==> src/rtl/seq_pattern_detector_pkg.sv <==
// seq_pattern_detector: shared constants and elaboration-time helpers.
// Used by the detector core and its next-state sub-module.
package seq_det_pkg;

  localparam int PAT_MAX_W = 1024;

  typedef logic [PAT_MAX_W-1:0] pat_t;

  function automatic int state_w(input int pat_len);
    return $clog2(pat_len);
  endfunction

  function automatic bit sym_eq(
    input pat_t p,
    input int   sym_w,
    input int   pat_len,
    input int   a,
    input int   b
  );
    bit eq;
    eq = 1'b1;
    for (int i = 0; i < sym_w; i++) begin
      if (p[(pat_len-1-a)*sym_w+i] != p[(pat_len-1-b)*sym_w+i])
        eq = 1'b0;
    end
    return eq;
  endfunction

  function automatic bit prefix_ok(
    input pat_t p,
    input int   sym_w,
    input int   pat_len,
    input int   s,
    input int   k
  );
    bit ok;
    ok = (k >= 1) && (k <= s);
    for (int i = 0; i <= k - 2; i++) begin
      if (ok && !sym_eq(p, sym_w, pat_len, i, s-k+1+i))
        ok = 1'b0;
    end
    return ok;
  endfunction

  function automatic int fail_len(
    input pat_t p,
    input int   sym_w,
    input int   pat_len
  );
    int best;
    bit ok;
    best = 0;
    for (int b = 1; b < pat_len; b++) begin
      ok = 1'b1;
      for (int i = 0; i < b; i++) begin
        if (!sym_eq(p, sym_w, pat_len, i, pat_len-b+i))
          ok = 1'b0;
      end
      if (ok)
        best = b;
    end
    return best;
  endfunction

endpackage

==> src/rtl/seq_pattern_detector_if.sv <==
// seq_pattern_detector: symbol-in / match-out bundle.
// match_cnt exists only when SEQ_DET_COUNT_EN is defined.
interface seq_pattern_detector_if #(
  parameter int SYM_W = 2,
  parameter int SW    = 2
`ifdef SEQ_DET_COUNT_EN
  ,
  parameter int CNT_W = 8
`endif
);

  logic             clear;
  logic             sym_valid;
  logic [SYM_W-1:0] sym;
  logic             match;
  logic [SW-1:0]    state_dbg;
`ifdef SEQ_DET_COUNT_EN
  logic [CNT_W-1:0] match_cnt;
`endif

  modport master (
    output clear,
    output sym_valid,
    output sym,
    input  match,
`ifdef SEQ_DET_COUNT_EN
    input  match_cnt,
`endif
    input  state_dbg
  );

  modport slave (
    input  clear,
    input  sym_valid,
    input  sym,
    output match,
`ifdef SEQ_DET_COUNT_EN
    output match_cnt,
`endif
    output state_dbg
  );

endinterface

==> src/rtl/seq_pattern_detector_next.sv <==
// seq_det_next: combinational prefix-length update for one symbol.
// Mismatch fallback is a priority chain over k; larger k wins.
module seq_det_next
  import seq_det_pkg::*;
#(
  parameter int SYM_W = 2,
  parameter int PAT_LEN = 4,
  parameter logic [SYM_W*PAT_LEN-1:0] PATTERN =
    {2'b01, 2'b10, 2'b11, 2'b00},
  parameter int OVERLAP = 1,
  localparam int SW = state_w(PAT_LEN)
) (
  input  logic [SW-1:0]    s,
  input  logic [SYM_W-1:0] sym,
  output logic [SW-1:0]    next_s,
  output logic             hit
);

  localparam pat_t PAT_X = pat_t'(PATTERN);
  localparam int FAIL = fail_len(PAT_X, SYM_W, PAT_LEN);
  localparam int NOK = PAT_LEN * PAT_LEN;

  function automatic logic [NOK-1:0] build_ok();
    logic [NOK-1:0] t;
    t = '0;
    for (int r = 0; r < PAT_LEN; r++)
      for (int k = 0; k < PAT_LEN; k++)
        t[r*PAT_LEN+k] = prefix_ok(PAT_X, SYM_W, PAT_LEN, r, k);
    return t;
  endfunction

  localparam logic [NOK-1:0] OK_TAB = build_ok();

  localparam logic [SW-1:0] MATCH_S =
    (OVERLAP != 0) ? SW'(FAIL) : '0;

  logic [SYM_W-1:0]   p_s;
  logic [PAT_LEN-1:0] ok_row;

  // Extend, complete, or fall back the matched prefix.
  always_comb begin
    next_s = '0;
    hit    = 1'b0;
    p_s    = '0;
    ok_row = '0;
    for (int r = 0; r < PAT_LEN; r++) begin
      if (int'(s) == r) begin
        p_s    = PATTERN[(PAT_LEN-1-r)*SYM_W +: SYM_W];
        ok_row = OK_TAB[r*PAT_LEN +: PAT_LEN];
      end
    end
    if (sym == p_s) begin
      if (int'(s) == PAT_LEN - 1) begin
        hit    = 1'b1;
        next_s = MATCH_S;
      end else begin
        next_s = s + 1'b1;
      end
    end else begin
      for (int k = 1; k < PAT_LEN; k++) begin
        if (ok_row[k] &&
            sym == PATTERN[(PAT_LEN-k)*SYM_W +: SYM_W])
          next_s = SW'(k);
      end
    end
  end

endmodule

==> src/rtl/seq_pattern_detector.sv <==
// seq_pattern_detector: Moore pattern detector over a symbol stream.
// Optional saturating match counter via SEQ_DET_COUNT_EN.
module seq_pattern_detector
  import seq_det_pkg::*;
#(
  parameter int SYM_W = 2,
  parameter int PAT_LEN = 4,
  parameter logic [SYM_W*PAT_LEN-1:0] PATTERN =
    {2'b01, 2'b10, 2'b11, 2'b00},
  parameter int OVERLAP = 1
`ifdef SEQ_DET_COUNT_EN
  ,
  parameter int CNT_W = 8
`endif
) (
  input logic clk,
  input logic rst,
  seq_pattern_detector_if.slave bus
);

  localparam int SW = state_w(PAT_LEN);

  logic [SW-1:0] s_q;
  logic [SW-1:0] next_s;
  logic          match_q;
  logic          hit;

  seq_det_next #(
    .SYM_W   (SYM_W),
    .PAT_LEN (PAT_LEN),
    .PATTERN (PATTERN),
    .OVERLAP (OVERLAP)
  ) u_next (
    .s      (s_q),
    .sym    (bus.sym),
    .next_s (next_s),
    .hit    (hit)
  );

  // Prefix state and one-cycle match pulse; clear beats valid.
  always_ff @(posedge clk or posedge rst) begin
    if (rst) begin
      s_q     <= '0;
      match_q <= 1'b0;
    end else if (bus.clear) begin
      s_q     <= '0;
      match_q <= 1'b0;
    end else if (bus.sym_valid) begin
      s_q     <= next_s;
      match_q <= hit;
    end else begin
      match_q <= 1'b0;
    end
  end

  assign bus.state_dbg = s_q;
  assign bus.match     = match_q;

`ifdef SEQ_DET_COUNT_EN
  logic [CNT_W-1:0] cnt_q;

  // Saturating match count, bumped on the edge that raises match.
  always_ff @(posedge clk or posedge rst) begin
    if (rst) begin
      cnt_q <= '0;
    end else if (bus.clear) begin
      cnt_q <= '0;
    end else if (bus.sym_valid && hit && (cnt_q != '1)) begin
      cnt_q <= cnt_q + 1'b1;
    end
  end

  assign bus.match_cnt = cnt_q;
`endif

endmodule
==> src/flat_wrapper.sv <==
// flat-port wrapper written by rule: the top's interface ports become plain ports
module seq_pattern_detector_flat import seq_det_pkg::*;
#(
  parameter int SYM_W = 2,
  parameter int PAT_LEN = 4,
  parameter logic [SYM_W*PAT_LEN-1:0] PATTERN =
    {2'b01, 2'b10, 2'b11, 2'b00},
  parameter int OVERLAP = 1

)
  (clk, rst, bus_clear, bus_sym_valid, bus_sym, bus_match, bus_state_dbg);
  seq_pattern_detector_if #(.SYM_W(SYM_W)) bus_i ();
  input logic clk;
  input logic rst;
  input wire logic [$bits(bus_i.clear)-1:0] bus_clear;
  input wire logic [$bits(bus_i.sym_valid)-1:0] bus_sym_valid;
  input wire logic [$bits(bus_i.sym)-1:0] bus_sym;
  output wire logic [$bits(bus_i.match)-1:0] bus_match;
  output wire logic [$bits(bus_i.state_dbg)-1:0] bus_state_dbg;
  assign bus_i.clear = bus_clear;
  assign bus_i.sym_valid = bus_sym_valid;
  assign bus_i.sym = bus_sym;
  assign bus_match = bus_i.match;
  assign bus_state_dbg = bus_i.state_dbg;
  seq_pattern_detector #(.SYM_W(SYM_W), .PAT_LEN(PAT_LEN), .PATTERN(PATTERN), .OVERLAP(OVERLAP)) u_core (.clk(clk), .rst(rst), .bus(bus_i));
endmodule
==> config.mk <==
export PLATFORM = sky130hd
export DESIGN_NAME = seq_pattern_detector_flat
export DESIGN_NICKNAME = d
export VERILOG_FILES = /design/src/rtl/seq_pattern_detector_pkg.sv /design/src/rtl/seq_pattern_detector_if.sv /design/src/rtl/seq_pattern_detector_next.sv /design/src/rtl/seq_pattern_detector.sv /design/src/flat_wrapper.sv
export SDC_FILE = /design/constraint.sdc
export NUM_CORES = 1
export LEC_CHECK = 0
export BUFFER_PORTS_ARGS = -buffer_cell sky130_fd_sc_hd__buf_2
export CAP_MARGIN = 10
export CORE_AREA = 2 2 39 41
export CTS_CLUSTER_DIAMETER = 200
export DETAILED_ROUTE_END_ITERATION = 16
export DIE_AREA = 0 0 41 43
export PLACE_DENSITY = 0.44
export SETUP_SLACK_MARGIN = 0.4
export SYNTH_ARGS = -nofsm -noshare
export SYNTH_HDL_FRONTEND = slang
export SYNTH_SLANG_ARGS = --single-unit
==> constraint.sdc <==
create_clock -name clk -period 1.75 [get_ports clk]
set_input_delay 0.2625 -clock clk [delete_from_list [all_inputs] [get_ports clk]]
set_output_delay 0.2625 -clock clk [all_outputs]
set_load 0.05 [all_outputs]
==> impl_metrics.env <==
export IMPL_placedInstanceArea_um2=308
export IMPL_p_total_uw=247
export IMPL_min_period_ns=1.42
export IMPL_powerDensity_nw_per_um2=703
export IMPL_worstMarginPinSlew_ns=0.280
export IMPL_cts_tree="built"
export IMPL_clockRootBuffer="clkbuf_4"
export IMPL_crit_type="reg -> reg"
export IMPL_hold_path_class="in -> reg"
export IMPL_wl_per_cell_um=10.0
export IMPL_path_clk_slew_ns=0.04
export IMPL_wirelength_um=522
export IMPL_cts_sinks=3
export IMPL_syn_area_um2=225
export IMPL_layout_drive_gt1_share_pct=55.6
export IMPL_antenna_found_initial=0
export IMPL_core_area_um2=1380
export IMPL_drv_cap=0
export IMPL_ff_latch_area_um2=77.6
export IMPL_dp_hpwl_um=441
export IMPL_outcome="complete, no violations"
export IMPL_numPortBuffers=8
export IMPL_synth_top_area_share_pct=33.3
export IMPL_yosysWarnings=0
export IMPL_cp_cell_sequence="inv_2 -> ha_4 -> or3b_1 -> a31oi_1 -> o41ai_1"
export IMPL_nFillCells=162
export IMPL_required_ns=1.85
export IMPL_rsz0062_at_grt="true"
export IMPL_yosysUniqueCellTypes=13
export IMPL_critPathArrivalTime_ns=1.52
export IMPL_ys_top_cells_by_area="dfrtp_1, ha_1, nor3b_1"
export IMPL_drc=0
export IMPL_die_area_um2=1760
export IMPL_syn_instance_count=22
export IMPL_post_route_cell_area_um2=352
export IMPL_diodes=0
export IMPL_start_util_pct=16.3
export IMPL_fin_util_pct=25.4
export IMPL_vias=212
export IMPL_yosys_most_used_dff="dfrtp_1"
export IMPL_io_pins=9
export IMPL_yosysSeqAreaShare_pct=33.3
export IMPL_die_y_um=43
export IMPL_multiInputGateArea_um2=159
export IMPL_insertion_delay_ns=0.23
export IMPL_ir_drop_mv=0.191
export IMPL_fin_skew_ns=0.00273
export IMPL_setup_viol=0
export IMPL_drtIter0Drc=0
export IMPL_syn2layout_area_growth_pct=56.1
export IMPL_cts_max_level=1
export IMPL_maxSlewHeadroom_pct=81.1
export IMPL_std_cell_rows=14
export IMPL_period_share_pct=81.2
export IMPL_ys_ff_latch=3
export IMPL_cts_buffers=3
export IMPL_endpoint_kind="register"
export IMPL_detail_route_vias_per_cell=4.08
export IMPL_yosysTopAreaCell="dfrtp_1"
export IMPL_synth_edf_count=0
export IMPL_grt_use_total_pct=8.64
export IMPL_leakagePower_nw=0.159
export IMPL_grt_max_degree=6
export IMPL_synthTopCellsByCount="dfrtp_1, ha_1, inv_1, nor3b_1, xnor2_1"
export IMPL_post_cts_resized=0
export IMPL_critical_path_max_stage_delay_ns=0.43
export IMPL_ys_async_sr_fraction_pct=100
export IMPL_slew_viol_final=0
export IMPL_avgSynthCellArea_um2=10.2
export IMPL_start_kind="register"
export IMPL_grt_pass1_vias=234
export IMPL_cts_max_path_buffers=2
export IMPL_drt_pass1_iter_count=1
export IMPL_syn_nets=31
export IMPL_clock_fmax_mhz=704
export IMPL_dieWidth_um=41
export IMPL_finalSetupTns_ns=0
export IMPL_gr_total_overflow=0
export IMPL_gp_congestion=0.704
export IMPL_hold_violations=0
export IMPL_critPathMaxFanout=5
export IMPL_critPathSlowestCell="dfrtp_2"
export IMPL_fin_nets=46
export IMPL_grt_pass1_wl_um=959
export IMPL_antenna_left=0
[power breakdown]
group	switching (mW)	internal, mW	total (mW)
Combinational	0.0285	0.0253	0.0537
Clock	0.0325	0.0852	0.118
Sequential	0.00319	0.0723	0.0755
[layout by cell type (no fill, tap or decap), drive strengths merged]
cell / n
nand3: 1
nand2: 1
a31oi: 1
dlygate4sd3: 1
xnor2: 2
clkbuf: 4
or3b: 1
dfrtp: 3
o21bai: 1
buf: 9
nor2b: 1
nor3b: 3
o32ai: 1
inv: 3
o41ai: 1
ha: 3
[logic make-up (layout without fill, tap and decap cells)]
kind of cell / count (synthesis) / in the layout / share of synthesized area, %
AOI/OAI and AO/OA: 4 / 4 / 15.6
xor gates and xnor gates: 2 / 2 / 7.78
adders and majority gates: 3 / 3 / 16.7
buffers and inverters: 3 / 17 / 5.00
DFF: 3 / 3 / 33.3
and+or+nand+nor: 7 / 7 / 21.7
[per-stage QoR]
step	std cells	hold WS, ns	worst slack (ns)
final	52	0.271	0.329
after global routing	52	0.265	0.215
after CTS	52	0.255	0.316
after detailed placement	46	0.135	0.315
after global placement	46	0.127	0.317
after floorplan	22	0.0160	0.218
[worst max-delay path: cells and delay by family, from the launching register on]
family | cells | cell delay [ns]
DFF | 1 | 0.43
AOI/OAI and AO/OA | 2 | 0.23
and+or+nand+nor | 1 | 0.35
buffers and inverters | 1 | 0.08
adders and majority gates | 1 | 0.20
[path summary, 6_finish.rpt]
path	from	endpoint	slack (ns)	cells past startpoint
max	u_core.bus.state_dbg[0]	u_core.bus.state_dbg[0]	0.33	5
min	bus_sym_valid	u_core.bus.state_dbg[1]	0.27	2
max reg2reg	u_core.bus.state_dbg[0]	u_core.bus.state_dbg[0]	0.33	5
min reg2reg	u_core.bus.state_dbg[0]	u_core.bus.state_dbg[0]	0.53	1
max in group asynchronous	rst	u_core.bus.state_dbg[1]	1.17	3
min in group asynchronous	rst	u_core.bus.match	0.44	3
[routing by layer]
metal	share of wire, %	routed length (um)	GRT usage [%]
met5	0	0	0
met4	2.1	11	8.00
met3	11	55	3.14
met2	43	226	11.3
met1	44	228	10.3
[sequential cells by signal, indices dropped and copies added (netlist names)]
name                  cells
u_core.bus.match          1
u_core.bus.state_dbg      2
[what timing repair did]
action / 4_1_cts / 5_1_grt
hold buffers: 1 / 0
pin swaps: 0 / 0
endpoints found under the setup margin: 1 / 3
hold endpoints to repair: 3 / 0
setup buffers: 1 / 0
[area by class of cell]
class	count	area share, %
clock buffers	4	7.47
well taps	16	5.69
multi-input cells	16	45.2
flip-flops and latches	3	22.1
inverters	3	3.20
repair buffers	10	16.4
No activity file was read; power rests on OpenSTA's default activity.
